### config.mk
export PLATFORM = sky130hd
export DESIGN_NAME = apb_master
export DESIGN_NICKNAME = d
export VERILOG_FILES = /design/src/rtl/apb_master.sv
export SDC_FILE = /design/constraint.sdc
export NUM_CORES = 1
export LEC_CHECK = 0
export CAP_MARGIN = 15
export CORE_UTILIZATION = 40
export DETAILED_ROUTE_END_ITERATION = 8
export PLACE_DENSITY = 0.8
export SETUP_SLACK_MARGIN = 0.2
export SYNTH_ARGS = -nofsm -noshare
export SYNTH_HDL_FRONTEND = slang
export SYNTH_SLANG_ARGS = --single-unit
### constraint.sdc
create_clock -name PCLK -period 2.1 [get_ports PCLK]
set_clock_uncertainty 0.15 [all_clocks]
set_input_delay 0.42 -clock PCLK [delete_from_list [all_inputs] [get_ports PCLK]]
set_output_delay 0.42 -clock PCLK [all_outputs]
set_load 0.03 [all_outputs]
### src/rtl/apb_master.sv
// APB3 requester-to-bus master: IDLE -> SETUP -> ACCESS per transfer, registered one-cycle response.
// Optional ACCESS-phase timeout compiled in with `define APB_MASTER_TIMEOUT_EN.
module apb_master #(
    parameter int unsigned ADDR_W  = 32,
    parameter int unsigned DATA_W  = 32,
    parameter int unsigned TIMEOUT = 16
) (
    input  logic              PCLK,
    input  logic              PRESETn,
    input  logic              cmd_valid,
    output logic              cmd_ready,
    input  logic              cmd_write,
    input  logic [ADDR_W-1:0] cmd_addr,
    input  logic [DATA_W-1:0] cmd_wdata,
    output logic              rsp_valid,
    output logic [DATA_W-1:0] rsp_rdata,
    output logic              rsp_err,
    output logic              PSEL,
    output logic              PENABLE,
    output logic              PWRITE,
    output logic [ADDR_W-1:0] PADDR,
    output logic [DATA_W-1:0] PWDATA,
    input  logic [DATA_W-1:0] PRDATA,
    input  logic              PREADY,
    input  logic              PSLVERR
);

    typedef enum logic [1:0] {IDLE, SETUP, ACCESS} state_t;

    state_t state, state_nxt;
    logic   accept;
    logic   complete;
    logic   abort;

`ifdef APB_MASTER_TIMEOUT_EN
    logic [7:0] to_cnt;

    // Abort on the edge the wait count would reach TIMEOUT; PREADY=1 on that edge still completes.
    assign abort = (state == ACCESS) && !PREADY && (to_cnt == 8'(TIMEOUT - 1));

    always_ff @(posedge PCLK or negedge PRESETn) begin
        if (!PRESETn) begin
            to_cnt <= '0;
        end else if (state == SETUP) begin
            to_cnt <= '0;
        end else if ((state == ACCESS) && !PREADY) begin
            to_cnt <= to_cnt + 8'd1;
        end
    end
`else
    assign abort = 1'b0;
`endif

    assign accept   = cmd_valid && cmd_ready;
    assign complete = (state == ACCESS) && PREADY;

    always_ff @(posedge PCLK or negedge PRESETn) begin
        if (!PRESETn) begin
            state <= IDLE;
        end else begin
            state <= state_nxt;
        end
    end

    always_comb begin
        state_nxt = state;
        cmd_ready = 1'b0;
        PSEL      = 1'b0;
        PENABLE   = 1'b0;
        case (state)
            IDLE: begin
                cmd_ready = 1'b1;
                if (cmd_valid) begin
                    state_nxt = SETUP;
                end
            end
            SETUP: begin
                PSEL      = 1'b1;
                state_nxt = ACCESS;
            end
            ACCESS: begin
                PSEL    = 1'b1;
                PENABLE = 1'b1;
                if (PREADY || abort) begin
                    state_nxt = IDLE;
                end
            end
            default: state_nxt = IDLE;
        endcase
    end

    always_ff @(posedge PCLK or negedge PRESETn) begin
        if (!PRESETn) begin
            PADDR     <= '0;
            PWRITE    <= 1'b0;
            PWDATA    <= '0;
            rsp_valid <= 1'b0;
            rsp_rdata <= '0;
            rsp_err   <= 1'b0;
        end else begin
            rsp_valid <= complete || abort;
            if (accept) begin
                PADDR  <= cmd_addr;
                PWRITE <= cmd_write;
                if (cmd_write) begin
                    PWDATA <= cmd_wdata;
                end
            end
            if (complete) begin
                rsp_err   <= PSLVERR;
                rsp_rdata <= PWRITE ? '0 : PRDATA;
            end else if (abort) begin
                rsp_err   <= 1'b1;
                rsp_rdata <= '0;
            end
        end
    end

endmodule
==> run_summary.xml, run 1 <==
<?xml version="1.0" encoding="UTF-8"?>
<metrics>
  <group name="layout">
    <metric name="design_area" unit="sq um">6366</metric>
    <metric name="post_route_cells_drive_above_1_share" unit="%">20.55</metric>
    <metric name="antennaDiodeCount" unit="">0</metric>
    <metric name="synthToLayoutAreaGrowth" unit="%">55.83</metric>
    <metric name="fin_nets" unit="">612</metric>
  </group>
  <group name="clock_network">
    <metric name="cts.clk_slew.worst_paths" unit="ps">100</metric>
    <metric name="tritoncts_clock_tree" unit="">built</metric>
    <metric name="cts_max_path_buffers" unit="">2</metric>
    <metric name="ctsRootBufferMaster" unit="">sky130_fd_sc_hd__clkbuf_8</metric>
    <metric name="cts-buffers-inserted" unit="">9</metric>
    <metric name="clk_latency" unit="ps">340</metric>
    <metric name="numClockSinks" unit="">101</metric>
    <metric name="h-tree-depth" unit="">3</metric>
  </group>
  <group name="placement">
    <metric name="io_buffer_count" unit="">203</metric>
    <metric name="post-dp-hpwl" unit="mm">7.279</metric>
    <metric name="dpl_cell_area" unit="sq um">6277</metric>
    <metric name="final_weighted_congestion_in_routability_driven_placement" unit="">0.7076</metric>
  </group>
  <group name="floorplanning">
    <metric name="die_h" unit="um">103.1</metric>
    <metric name="die-area" unit="sq um">10620</metric>
    <metric name="effective_utilization_at_floorplan" unit="%">41.60</metric>
    <metric name="horizontal_extent_of_the_die" unit="um">103.1</metric>
    <metric name="ioPinCount" unit="">204</metric>
    <metric name="core-area" unit="sq um">9819</metric>
    <metric name="rows" unit="">36</metric>
  </group>
  <group name="synth">
    <metric name="top_cells_by_area_synth" unit="">sky130_fd_sc_hd__dfrtp_1 (62%), sky130_fd_sc_hd__mux2_4 (11%), sky130_fd_sc_hd__mux2_2 (10%), sky130_fd_sc_hd__nand2b_1 (4.9%), sky130_fd_sc_hd__o21ai_0 (3.9%)</metric>
    <metric name="netlist.area_leader.share" unit="%">61.87</metric>
    <metric name="synth_cell_types" unit="">14</metric>
    <metric name="syn_area_per_cell" unit="sq um">13.85</metric>
    <metric name="synth_most_common_cell" unit="">sky130_fd_sc_hd__dfrtp_1</metric>
    <metric name="synth-edff-count" unit="">0</metric>
    <metric name="synth_area_leader_cell" unit="">sky130_fd_sc_hd__dfrtp_1</metric>
    <metric name="ys_seq_area_share" unit="%">61.87</metric>
    <metric name="synth.yosys.warnings" unit="">0</metric>
    <metric name="synthesis.instances" unit="">295</metric>
    <metric name="synth.net_count" unit="">401</metric>
    <metric name="ys_top_cells_by_count" unit="">sky130_fd_sc_hd__dfrtp_1 (101), sky130_fd_sc_hd__mux2_2 (38), sky130_fd_sc_hd__nand2_1 (35), sky130_fd_sc_hd__nand2b_1 (32), sky130_fd_sc_hd__o21ai_0 (32)</metric>
    <metric name="fraction_of_registers_with_async_set_or_reset_after_synthesis" unit="%">100.0</metric>
    <metric name="synthesis.area" unit="sq um">4085</metric>
    <metric name="ys.flop_type" unit="">sky130_fd_sc_hd__dfrtp_1</metric>
    <metric name="flop_and_latch_count_out_of_synthesis" unit="">101</metric>
  </group>
  <group name="timing">
    <metric name="max-slew-margin-rel" unit="%">70.13</metric>
    <metric name="tns" unit="ps">0</metric>
    <metric name="timing_worst_slew_pin_value" unit="ps">448.0</metric>
    <metric name="hold_vio_cnt_final" unit="">0</metric>
    <metric name="post-route-min-period" unit="ps">1830</metric>
    <metric name="rsz0062_at_grt" unit="">no</metric>
    <metric name="setup_viol_count_final" unit="">0</metric>
    <metric name="report.final.slew_viol_count" unit="">0</metric>
    <metric name="final_min_period_over_clock_period" unit="%">87.16</metric>
    <metric name="achievable-frequency" unit="MHz">546.4</metric>
  </group>
  <group name="route">
    <metric name="met2WireLength" unit="mm">4.843</metric>
    <metric name="routedWlPerCell" unit="um">14.92</metric>
    <metric name="highest_layer" unit="">met4</metric>
    <metric name="antenna_left" unit="">0</metric>
    <metric name="detailedRoute.firstPassIterationCount" unit="">4</metric>
    <metric name="avgViaCountPerCell" unit="">4.575</metric>
    <metric name="total_number_of_vias" unit="">2946</metric>
    <metric name="wl_met1" unit="mm">3.812</metric>
    <metric name="detail_route.wirelength" unit="mm">9.608</metric>
    <metric name="routed-wl-met3" unit="um">780</metric>
    <metric name="drtIter0Drc" unit="">71</metric>
    <metric name="drt_drc_violations_left" unit="">0</metric>
  </group>
  <group name="critical_path">
    <metric name="crit-reg2reg-launch" unit="">state[0]$_DFFE_PN0P_</metric>
    <metric name="timing.critical_path.from" unit="">state[0]$_DFFE_PN0P_</metric>
    <metric name="worst_path_max_delay_cell" unit="">sky130_fd_sc_hd__dfrtp_1</metric>
    <metric name="worstPathRequired" unit="ps">1530</metric>
    <metric name="setup.worst_path.end_class" unit="">primary output</metric>
    <metric name="regToRegSetupSlack" unit="ps">330</metric>
    <metric name="timing.rr.end" unit="">PWDATA[16]$_DFFE_PN0P_</metric>
    <metric name="critical_path.endpoint" unit="">PSEL</metric>
    <metric name="critical_path_class" unit="">flip-flop to primary output</metric>
    <metric name="slowest_delay" unit="ps">390</metric>
    <metric name="critical_path.max_fanout" unit="">3</metric>
    <metric name="critical_path.startpoint_type" unit="">flip-flop</metric>
    <metric name="crit_chain" unit="">inv_2 -&gt; ha_1 -&gt; buf_4</metric>
    <metric name="r2r_cells" unit="">6</metric>
    <metric name="crit_arrival" unit="ps">1260</metric>
  </group>
  <group name="run">
    <metric name="maxCapViolations" unit="">0</metric>
  </group>
  <group name="power_and_ir_drop">
    <metric name="worst_ir_drop_vdd" unit="mV">0.6824</metric>
    <metric name="power.static_leakage" unit="nW">3.092</metric>
    <metric name="power.density_cell_area" unit="nW/um^2">1532</metric>
  </group>
  <group name="min_path">
    <metric name="hold_class" unit="">flip-flop to flip-flop</metric>
  </group>
  <group name="grt">
    <metric name="grt_pass1_wl" unit="mm">14.72</metric>
    <metric name="grt_antenna_before_repair" unit="">0</metric>
    <metric name="groute.usage.overall" unit="%">18.20</metric>
    <metric name="pin_count_of_the_biggest_net_entering_global_routing" unit="">52</metric>
    <metric name="total_congestion_overflow" unit="">0</metric>
    <metric name="grt_pass1_vias" unit="">3009</metric>
  </group>
  <group name="run_status">
    <metric name="status" unit="">complete, no violations</metric>
  </group>
</metrics>
cell families (layout without fill, tap and decap cells):
| group | Yosys count | count (layout) | share of synthesized area, % |
|---|---|---|---|
| mux | 67 | 67 | 21.13 |
| flops | 101 | 101 | 61.87 |
| compound gates | 33 | 33 | 4.074 |
| simple gates | 69 | 69 | 8.515 |
| fa+ha+maj | 4 | 4 | 1.225 |
| buf+inv | 21 | 237 | 3.185 |
layer usage:
layer,vias to the layer above,track usage [%]
met3,14,5.763
met5,-,0
met4,0,6.609
li1,1403,-
met2,118,31.54
met1,1411,21.20
worst min path at each step:
stage | endpoint | start | slack, ps | depth (start not counted)
3_3_place_gp | PADDR[11]$_DFFE_PN0P_ | PRESETn | 250 | 1
4_1_cts | rsp_rdata[24]$_DFFE_PN0P_ | rsp_rdata[24]$_DFFE_PN0P_ | 340 | 2
5_1_grt | rsp_rdata[15]$_DFFE_PN0P_ | rsp_rdata[15]$_DFFE_PN0P_ | 360 | 2
3_5_place_dp | PADDR[11]$_DFFE_PN0P_ | PRESETn | 250 | 1
6_report | rsp_rdata[24]$_DFFE_PN0P_ | rsp_rdata[24]$_DFFE_PN0P_ | 330 | 2
2_1_floorplan | PADDR[0]$_DFFE_PN0P_ | PRESETn | -30 | 0
cell type report:
class                           instances  area (sq um)
Inverter                                5         18.77
Tap cell                              133         166.4
Timing Repair Buffer                  216          2019
Clock buffer                            9         123.9
Fill cell                             814          3453
Multi-Input combinational cell        173          1430
Sequential cell                       101          2527
Clock inverter                          7         80.08
state kept, by name, summed over array words and instances (netlist names):
signal	count
state	2
PADDR	32
PWDATA	32
rsp_valid	1
rsp_err	1
PWRITE	1
rsp_rdata	32
power breakdown:
group / switching (mW) / total (mW) / internal [mW]
clock network: 0.689 / 1.26 / 0.568
registers: 0.476 / 3.33 / 2.85
logic: 3.02 / 5.16 / 2.14
worst max-delay path, delay by kind of cell, from the launching register on:
| family | cells | cell delay, ps |
|---|---|---|
| flops | 1 | 390 |
| buf+inv | 2 | 230 |
| fa+ha+maj | 1 | 290 |
metrics by stage:
stage	setup slack (ps)	cells	power, mW	util (%)	hold slack, ps
2_1_floorplan	258.6	295	6.771	-	-25.59
3_3_place_gp	125.8	626	9.136	63.93	246.4
3_5_place_dp	86.22	626	9.262	63.93	251.2
4_1_cts	86.73	643	9.875	64.79	338.4
5_1_grt	211.7	644	10.34	64.83	360.6
6_report	269.7	644	9.752	64.83	329.1
cells in the final DEF, fill, tap and decap left out:
| cell | instances |
|---|---|
| sky130_fd_sc_hd__clkinv_4 | 1 |
| sky130_fd_sc_hd__buf_12 | 2 |
| sky130_fd_sc_hd__inv_6 | 2 |
| sky130_fd_sc_hd__clkinv_2 | 1 |
| sky130_fd_sc_hd__mux2_4 | 29 |
| sky130_fd_sc_hd__bufinv_16 | 1 |
| sky130_fd_sc_hd__clkbuf_8 | 9 |
| sky130_fd_sc_hd__dlygate4sd3_1 | 1 |
| sky130_fd_sc_hd__inv_1 | 3 |
| sky130_fd_sc_hd__nand2b_1 | 32 |
| sky130_fd_sc_hd__buf_4 | 14 |
| sky130_fd_sc_hd__mux2_2 | 38 |
| sky130_fd_sc_hd__ha_1 | 4 |
| sky130_fd_sc_hd__o21ai_0 | 32 |
| sky130_fd_sc_hd__inv_2 | 2 |
| sky130_fd_sc_hd__inv_8 | 1 |
| sky130_fd_sc_hd__dfrtp_1 | 101 |
| sky130_fd_sc_hd__nand2_1 | 34 |
| sky130_fd_sc_hd__buf_2 | 1 |
| sky130_fd_sc_hd__clkinvlp_4 | 1 |
| sky130_fd_sc_hd__o22ai_1 | 1 |
| sky130_fd_sc_hd__clkdlybuf4s50_1 | 100 |
| sky130_fd_sc_hd__dlygate4sd2_1 | 98 |
| sky130_fd_sc_hd__nand2_2 | 2 |
| sky130_fd_sc_hd__nand3_2 | 1 |
what timing repair did:
item | 4_1_cts | 5_1_grt
pin swaps | 0 | 0
endpoints found under the hold margin | 32 | 0
setup endpoints to repair | 101 | 3
hold buffers | 1 | 0
buffers inserted | 0 | 1
resized for setup | 112 | 6
Note: power is estimated with default switching activity, not from simulation.
==> run 2, diff against run 1 <==
--- a/config.mk
+++ b/config.mk
@@ -8,6 +8,7 @@
 export CAP_MARGIN = 15
 export CORE_UTILIZATION = 40
 export DETAILED_ROUTE_END_ITERATION = 8
+export MAX_ROUTING_LAYER = met4
 export PLACE_DENSITY = 0.8
 export SETUP_SLACK_MARGIN = 0.2
 export SYNTH_ARGS = -nofsm -noshare
==> run_summary.xml, run 2 (synthesized netlist as in run 1, its figures left out) <==
<?xml version="1.0" encoding="UTF-8"?>
<metrics>
  <group name="critical_path">
    <metric name="worst-path-buf-inv" unit="">2</metric>
    <metric name="regToRegSetupSlack" unit="ps">330</metric>
    <metric name="critical_path.startpoint_type" unit="">flip-flop</metric>
    <metric name="slowest_delay" unit="ps">390</metric>
    <metric name="crit_chain" unit="">inv_2 -&gt; ha_1 -&gt; buf_4</metric>
    <metric name="r2r_cells" unit="">6</metric>
    <metric name="critical_path_class" unit="">flip-flop to primary output</metric>
    <metric name="setup.worst_path.end_class" unit="">primary output</metric>
    <metric name="worstPathRequired" unit="ps">1530</metric>
    <metric name="worst_path_max_delay_cell" unit="">sky130_fd_sc_hd__dfrtp_1</metric>
    <metric name="timing.rr.end" unit="">PWDATA[16]$_DFFE_PN0P_</metric>
    <metric name="timing.critical_path.from" unit="">state[0]$_DFFE_PN0P_</metric>
    <metric name="crit-reg2reg-launch" unit="">state[0]$_DFFE_PN0P_</metric>
    <metric name="critical_path.max_fanout" unit="">3</metric>
    <metric name="crit_arrival" unit="ps">1260</metric>
    <metric name="worst_path_dominant_cell_family" unit="">flip-flops</metric>
  </group>
  <group name="min_path">
    <metric name="hold_class" unit="">flip-flop to flip-flop</metric>
    <metric name="hold_path_startpoint" unit="">rsp_rdata[24]$_DFFE_PN0P_</metric>
    <metric name="hold-path-endpoint" unit="">rsp_rdata[24]$_DFFE_PN0P_</metric>
    <metric name="hold_depth" unit="">2</metric>
  </group>
  <group name="timing">
    <metric name="setup_viol_count_final" unit="">0</metric>
    <metric name="rsz0062_at_grt" unit="">no</metric>
    <metric name="hold_vio_cnt_final" unit="">0</metric>
    <metric name="max-slew-margin-rel" unit="%">70.23</metric>
    <metric name="post-route-min-period" unit="ps">1831</metric>
    <metric name="timing_worst_slew_pin_value" unit="ps">446.5</metric>
    <metric name="report.final.slew_viol_count" unit="">0</metric>
    <metric name="achievable-frequency" unit="MHz">546.1</metric>
    <metric name="post-route-worst-setup-slack" unit="ps">268.7</metric>
    <metric name="tns" unit="ps">0</metric>
    <metric name="final_min_period_over_clock_period" unit="%">87.20</metric>
  </group>
  <group name="route">
    <metric name="drtIter0Drc" unit="">63</metric>
    <metric name="routedWlPerCell" unit="um">14.92</metric>
    <metric name="total_number_of_vias" unit="">2950</metric>
    <metric name="detail_route.wirelength" unit="mm">9.609</metric>
    <metric name="antenna_left" unit="">0</metric>
    <metric name="drt_drc_violations_left" unit="">0</metric>
    <metric name="detailedRoute.firstPassIterationCount" unit="">4</metric>
    <metric name="avgViaCountPerCell" unit="">4.581</metric>
  </group>
  <group name="placement">
    <metric name="io_buffer_count" unit="">203</metric>
    <metric name="post-dp-hpwl" unit="mm">7.279</metric>
    <metric name="final_weighted_congestion_in_routability_driven_placement" unit="">0.7156</metric>
    <metric name="place.detailed.instances" unit="">626</metric>
    <metric name="preCtsSetupSlack" unit="ps">86.22</metric>
  </group>
  <group name="power_and_ir_drop">
    <metric name="power.static_leakage" unit="nW">3.092</metric>
    <metric name="power.density_cell_area" unit="nW/um^2">1532</metric>
    <metric name="worst_ir_drop_vdd" unit="mV">0.6824</metric>
    <metric name="total_power" unit="mW">9.753</metric>
  </group>
  <group name="grt">
    <metric name="total_congestion_overflow" unit="">0</metric>
    <metric name="groute.usage.overall" unit="%">18.79</metric>
    <metric name="grt_pass1_wl" unit="mm">14.70</metric>
    <metric name="pin_count_of_the_biggest_net_entering_global_routing" unit="">52</metric>
    <metric name="grt_pass1_vias" unit="">2999</metric>
    <metric name="grt_antenna_before_repair" unit="">0</metric>
  </group>
  <group name="clock_network">
    <metric name="clk_latency" unit="ps">340</metric>
    <metric name="ctsRootBufferMaster" unit="">sky130_fd_sc_hd__clkbuf_8</metric>
    <metric name="numClockSinks" unit="">101</metric>
    <metric name="tritoncts_clock_tree" unit="">built</metric>
    <metric name="h-tree-depth" unit="">3</metric>
    <metric name="cts.clk_slew.worst_paths" unit="ps">90</metric>
    <metric name="cts_max_path_buffers" unit="">2</metric>
    <metric name="cts-buffers-inserted" unit="">9</metric>
  </group>
  <group name="layout">
    <metric name="postLayoutCoreUtil" unit="%">64.83</metric>
    <metric name="post_route_cells_drive_above_1_share" unit="%">20.55</metric>
    <metric name="fin_nets" unit="">612</metric>
    <metric name="mostFrequentLayoutCell" unit="">sky130_fd_sc_hd__dfrtp_1</metric>
    <metric name="antennaDiodeCount" unit="">0</metric>
    <metric name="top_registers" unit="">PADDR (32), PWDATA (32), rsp_rdata (32)</metric>
    <metric name="synthToLayoutAreaGrowth" unit="%">55.83</metric>
    <metric name="mostFrequentLayoutCells" unit="">sky130_fd_sc_hd__dfrtp_1 (101), sky130_fd_sc_hd__clkdlybuf4s50_1 (100), sky130_fd_sc_hd__dlygate4sd2_1 (98), sky130_fd_sc_hd__mux2_2 (38), sky130_fd_sc_hd__nand2_1 (34)</metric>
    <metric name="post_layout_nonfiller_instances" unit="">644</metric>
    <metric name="layout.filler_cells" unit="">814</metric>
  </group>
  <group name="run">
    <metric name="maxCapViolations" unit="">0</metric>
  </group>
  <group name="floorplanning">
    <metric name="rows" unit="">36</metric>
    <metric name="effective_utilization_at_floorplan" unit="%">41.60</metric>
    <metric name="horizontal_extent_of_the_die" unit="um">103.1</metric>
    <metric name="ioPinCount" unit="">204</metric>
    <metric name="die_h" unit="um">103.1</metric>
    <metric name="die-area" unit="sq um">10620</metric>
    <metric name="core-area" unit="sq um">9819</metric>
  </group>
  <group name="run_status">
    <metric name="status" unit="">complete, no violations</metric>
  </group>
</metrics>
## run 2: repair_timing
| item | in CTS | in global routing |
|---|---|---|
| endpoints found under the hold margin | 32 | 0 |
| setup buffers | 0 | 1 |
| hold buffers | 1 | 0 |
| endpoints found under the setup margin | 101 | 3 |
| resized for setup | 112 | 6 |
## run 2: final cells by class
class	instances	area, sq um	area share (%)
Tap cell	133	166.4	2.614
Sequential cell	101	2527	39.70
Multi-Input combinational cell	173	1430	22.46
Timing Repair Buffer	216	2019	31.72
Clock buffer	9	123.9	1.946
Clock inverter	7	80.08	1.258
Inverter	5	18.77	0.2948
## run 2: layer usage
metal | part of all wire, % | GRT usage [%] | routed length, um | vias up
li1 | - | - | - | 1402
met1 | 40 | 21.33 | 3867 | 1414
met2 | 50 | 31.59 | 4806 | 120
met3 | 8.0 | 5.559 | 770 | 14
met4 | 1.7 | 6.609 | 164 | 0
met5 | 0 | - | 0 | -
## run 2: worst max-delay path by stage
| stage | to | cells past startpoint | slack, ps |
|---|---|---|---|
| 2_1_floorplan | PWDATA[10]$_DFFE_PN0P_ | 5 | 260 |
| 3_3_place_gp | PENABLE | 3 | 130 |
| 3_5_place_dp | PENABLE | 3 | 90 |
| 4_1_cts | PSEL | 3 | 90 |
| 5_1_grt | PSEL | 3 | 210 |
| 6_report | PSEL | 3 | 270 |
## run 2: power breakdown
group	switching (mW)	internal, mW	total, mW
clock network	0.689	0.568	1.26
registers	0.476	2.85	3.33
logic	3.02	2.14	5.16
total	4.19	5.57	9.75
## run 2: worst min-delay path, stage by stage, from the launching register on
cell and delay [ps]:
sky130_fd_sc_hd__dfrtp_1 350, sky130_fd_sc_hd__nand2_1 40, sky130_fd_sc_hd__o21ai_0 60
## run 2: metrics by stage
step	hold slack, ps	instance area [sq um]
finish	329.2	6366
global route	360.6	6366
CTS	338.4	6362
detailed placement	251.2	6277
global placement	246.4	6277
floorplan	-25.59	4085
==> run 3, diff against run 2 <==
--- a/config.mk
+++ b/config.mk
@@ -6,6 +6,7 @@
 export NUM_CORES = 1
 export LEC_CHECK = 0
 export CAP_MARGIN = 15
+export CORE_ASPECT_RATIO = 0.6
 export CORE_UTILIZATION = 40
 export DETAILED_ROUTE_END_ITERATION = 8
 export MAX_ROUTING_LAYER = met4
==> constraint.sdc (replaced) <==
create_clock -name PCLK -period 1.77 [get_ports PCLK]
set_clock_uncertainty 0.15 [all_clocks]
set_input_delay 0.354 -clock PCLK [delete_from_list [all_inputs] [get_ports PCLK]]
set_output_delay 0.354 -clock PCLK [all_outputs]
set_load 0.03 [all_outputs]
==> run_summary.xml, run 3 (synthesized netlist as in run 1, its figures left out) <==
<?xml version="1.0" encoding="UTF-8"?>
<metrics>
  <group name="clock_network">
    <metric name="cts.clk_slew.worst_paths" unit="ps">70</metric>
    <metric name="cts-buffers-inserted" unit="">9</metric>
    <metric name="clk_latency" unit="ps">340</metric>
    <metric name="cts_max_path_buffers" unit="">2</metric>
    <metric name="h-tree-depth" unit="">3</metric>
    <metric name="tritoncts_clock_tree" unit="">built</metric>
    <metric name="ctsRootBufferMaster" unit="">sky130_fd_sc_hd__clkbuf_16</metric>
    <metric name="numClockSinks" unit="">101</metric>
  </group>
  <group name="timing">
    <metric name="post-route-min-period" unit="ps">1704</metric>
    <metric name="achievable-frequency" unit="MHz">586.7</metric>
    <metric name="hold_vio_cnt_final" unit="">0</metric>
    <metric name="max-slew-margin-rel" unit="%">70.92</metric>
    <metric name="report.final.slew_viol_count" unit="">0</metric>
    <metric name="setup_viol_count_final" unit="">0</metric>
    <metric name="final_min_period_over_clock_period" unit="%">96.29</metric>
    <metric name="rsz0062_at_grt" unit="">yes</metric>
    <metric name="whs" unit="ps">330.5</metric>
    <metric name="timing_worst_slew_pin_value" unit="ps">435.5</metric>
    <metric name="post-route-worst-setup-slack" unit="ps">65.59</metric>
    <metric name="tns" unit="ps">0</metric>
  </group>
  <group name="critical_path">
    <metric name="critical_path.max_fanout" unit="">3</metric>
    <metric name="critical_path.endpoint" unit="">PENABLE</metric>
    <metric name="worst-path-buf-inv" unit="">2</metric>
    <metric name="worstPathRequired" unit="ps">1270</metric>
    <metric name="worst_path_max_delay_cell" unit="">sky130_fd_sc_hd__dfrtp_1</metric>
    <metric name="setup.worst_path.end_class" unit="">primary output</metric>
    <metric name="critical_path.startpoint_type" unit="">flip-flop</metric>
    <metric name="critical_path_class" unit="">flip-flop to primary output</metric>
    <metric name="slowest_delay" unit="ps">400</metric>
    <metric name="crit-reg2reg-launch" unit="">state[0]$_DFFE_PN0P_</metric>
    <metric name="crit_arrival" unit="ps">1200</metric>
    <metric name="critical_path_cell_count" unit="">3</metric>
    <metric name="r2r_cells" unit="">6</metric>
    <metric name="regToRegSetupSlack" unit="ps">80</metric>
    <metric name="timing.rr.end" unit="">PWDATA[5]$_DFFE_PN0P_</metric>
    <metric name="worst_path_dominant_cell_family" unit="">flip-flops</metric>
    <metric name="crit_chain" unit="">buf_4 -&gt; ha_4 -&gt; buf_6</metric>
    <metric name="timing.critical_path.from" unit="">state[1]$_DFFE_PN0P_</metric>
  </group>
  <group name="grt">
    <metric name="groute.usage.overall" unit="%">20.86</metric>
    <metric name="pin_count_of_the_biggest_net_entering_global_routing" unit="">54</metric>
    <metric name="total_congestion_overflow" unit="">0</metric>
    <metric name="grt_antenna_before_repair" unit="">0</metric>
    <metric name="grt_pass1_wl" unit="mm">16.33</metric>
    <metric name="grt_pass1_vias" unit="">3204</metric>
  </group>
  <group name="power_and_ir_drop">
    <metric name="internal_power" unit="mW">7.843</metric>
    <metric name="power.static_leakage" unit="nW">3.189</metric>
    <metric name="p_seq_share" unit="%">30.6</metric>
    <metric name="power.net_switching" unit="mW">5.292</metric>
    <metric name="combPwrFrac" unit="%">54.7</metric>
    <metric name="power_frac_clock" unit="%">14.7</metric>
    <metric name="worst_ir_drop_vdd" unit="mV">1.138</metric>
    <metric name="sw_frac_of_total" unit="%">40.29</metric>
    <metric name="total_power" unit="mW">13.14</metric>
    <metric name="power.density_cell_area" unit="nW/um^2">1875</metric>
  </group>
  <group name="placement">
    <metric name="io_buffer_count" unit="">203</metric>
    <metric name="final_weighted_congestion_in_routability_driven_placement" unit="">0.7851</metric>
    <metric name="preCtsSetupSlack" unit="ps">-84.23</metric>
    <metric name="post-dp-hpwl" unit="mm">7.214</metric>
    <metric name="place.detailed.instances" unit="">626</metric>
  </group>
  <group name="run_status">
    <metric name="status" unit="">complete, no violations</metric>
  </group>
  <group name="layout">
    <metric name="synthToLayoutAreaGrowth" unit="%">71.45</metric>
    <metric name="post_route_cells_drive_above_1_share" unit="%">42.07</metric>
    <metric name="antennaDiodeCount" unit="">0</metric>
    <metric name="fin_nets" unit="">625</metric>
    <metric name="mostFrequentLayoutCell" unit="">sky130_fd_sc_hd__dfrtp_1</metric>
    <metric name="top_registers" unit="">PADDR (32), PWDATA (32), rsp_rdata (32)</metric>
    <metric name="mostFrequentLayoutCells" unit="">sky130_fd_sc_hd__dfrtp_1 (100), sky130_fd_sc_hd__clkdlybuf4s50_1 (99), sky130_fd_sc_hd__clkdlybuf4s15_2 (80), sky130_fd_sc_hd__mux2_2 (36), sky130_fd_sc_hd__nand2_1 (34)</metric>
    <metric name="layout.filler_cells" unit="">666</metric>
    <metric name="post_layout_nonfiller_instances" unit="">658</metric>
  </group>
  <group name="floorplanning">
    <metric name="die-area" unit="sq um">10630</metric>
    <metric name="rows" unit="">28</metric>
    <metric name="core-area" unit="sq um">9879</metric>
    <metric name="die_h" unit="um">80.28</metric>
    <metric name="ioPinCount" unit="">204</metric>
    <metric name="horizontal_extent_of_the_die" unit="um">132.5</metric>
    <metric name="effective_utilization_at_floorplan" unit="%">41.35</metric>
  </group>
  <group name="route">
    <metric name="routedWlPerCell" unit="um">15.92</metric>
    <metric name="antenna_left" unit="">0</metric>
    <metric name="drtIter0Drc" unit="">82</metric>
    <metric name="avgViaCountPerCell" unit="">4.605</metric>
    <metric name="drt_drc_violations_left" unit="">0</metric>
    <metric name="detailedRoute.firstPassIterationCount" unit="">4</metric>
    <metric name="detail_route.wirelength" unit="mm">10.48</metric>
    <metric name="total_number_of_vias" unit="">3030</metric>
  </group>
  <group name="run">
    <metric name="maxCapViolations" unit="">0</metric>
  </group>
  <group name="min_path">
    <metric name="hold_class" unit="">flip-flop to flip-flop</metric>
  </group>
</metrics>
[run 3: cell count changes in the layout (fill, tap and decap cells not counted), sizes merged]
cell / delta
clkinv: +1
clkdlybuf4s15: +80
clkdlybuf4s50: -1
dlygate4sd2: -98
clkinvlp: -1
inv: -1
dlymetal6s2s: +1
buf: +15
clkbuf: +16
[run 3: repair_timing]
item | in CTS | in global routing
hold buffers | 1 | 0
setup buffers | 7 | 2
resized for setup | 289 | 35
endpoints found under the setup margin | 168 | 102
endpoints found under the hold margin | 101 | 0
gates cloned | 3 | 4
[run 3: area by class of cell]
type                    instances  area (sq um)  share of cell area [%]
inverters                       5         21.27                  0.3037
clock inverters                 6         62.56                  0.8932
clock buffers                   9         225.2                   3.215
multi-input cells             173          1498                   21.38
flip-flops and latches        101          2529                   36.10
well taps                     135         168.9                   2.412
repair buffers                229          2500                   35.69
[run 3: worst min-delay path by stage]
stage,start,endpoint,slack (ps),depth (start not counted)
after global routing,rsp_rdata[7]$_DFFE_PN0P_,rsp_rdata[7]$_DFFE_PN0P_,350,2
after floorplan,PRESETn,PADDR[0]$_DFFE_PN0P_,-90,0
after CTS,rsp_rdata[28]$_DFFE_PN0P_,rsp_rdata[28]$_DFFE_PN0P_,340,2
final,rsp_rdata[28]$_DFFE_PN0P_,rsp_rdata[28]$_DFFE_PN0P_,330,2
after detailed placement,PRESETn,rsp_rdata[24]$_DFFE_PN0P_,230,2
after global placement,PRESETn,state[0]$_DFFE_PN0P_,220,2
[run 3: routing by layer]
metal | wire (um) | GRT usage, % | up-vias
li1 | - | - | 1432
met1 | 4671 | 26.07 | 1467
met2 | 4834 | 31.89 | 120
met3 | 854 | 8.207 | 11
met4 | 114 | 5.172 | 0
met5 | 0 | - | -
[run 3: power by group through the flow]
| stage | Sequential (mW) | Combinational, mW | Clock (mW) |
|---|---|---|---|
| 3_3_place_gp | 4.01 | 7.00 | 0 |
| 2_1_floorplan | 6.10 | 2.02 | 0 |
| 3_5_place_dp | 4.03 | 7.12 | 0 |
| 4_1_cts | 4.03 | 7.10 | 1.99 |
| 5_1_grt | 4.16 | 7.55 | 2.10 |
| 6_report | 4.02 | 7.18 | 1.93 |
[run 3: worst reg2reg max path, stage by stage (launching register included)]
cell	delay (ps)
sky130_fd_sc_hd__dfrtp_1	390
sky130_fd_sc_hd__inv_2	120
sky130_fd_sc_hd__ha_4	180
sky130_fd_sc_hd__nand3_4	100
sky130_fd_sc_hd__buf_12	190
sky130_fd_sc_hd__clkbuf_16	160
sky130_fd_sc_hd__mux2_4	290
[run 3: per-stage QoR]
stage	cell area, sq um	util [%]
floorplan	4118	-
global placement	6375	64.53
detailed placement	6375	64.53
CTS	6949	70.34
global route	7004	70.90
finish	7004	70.90
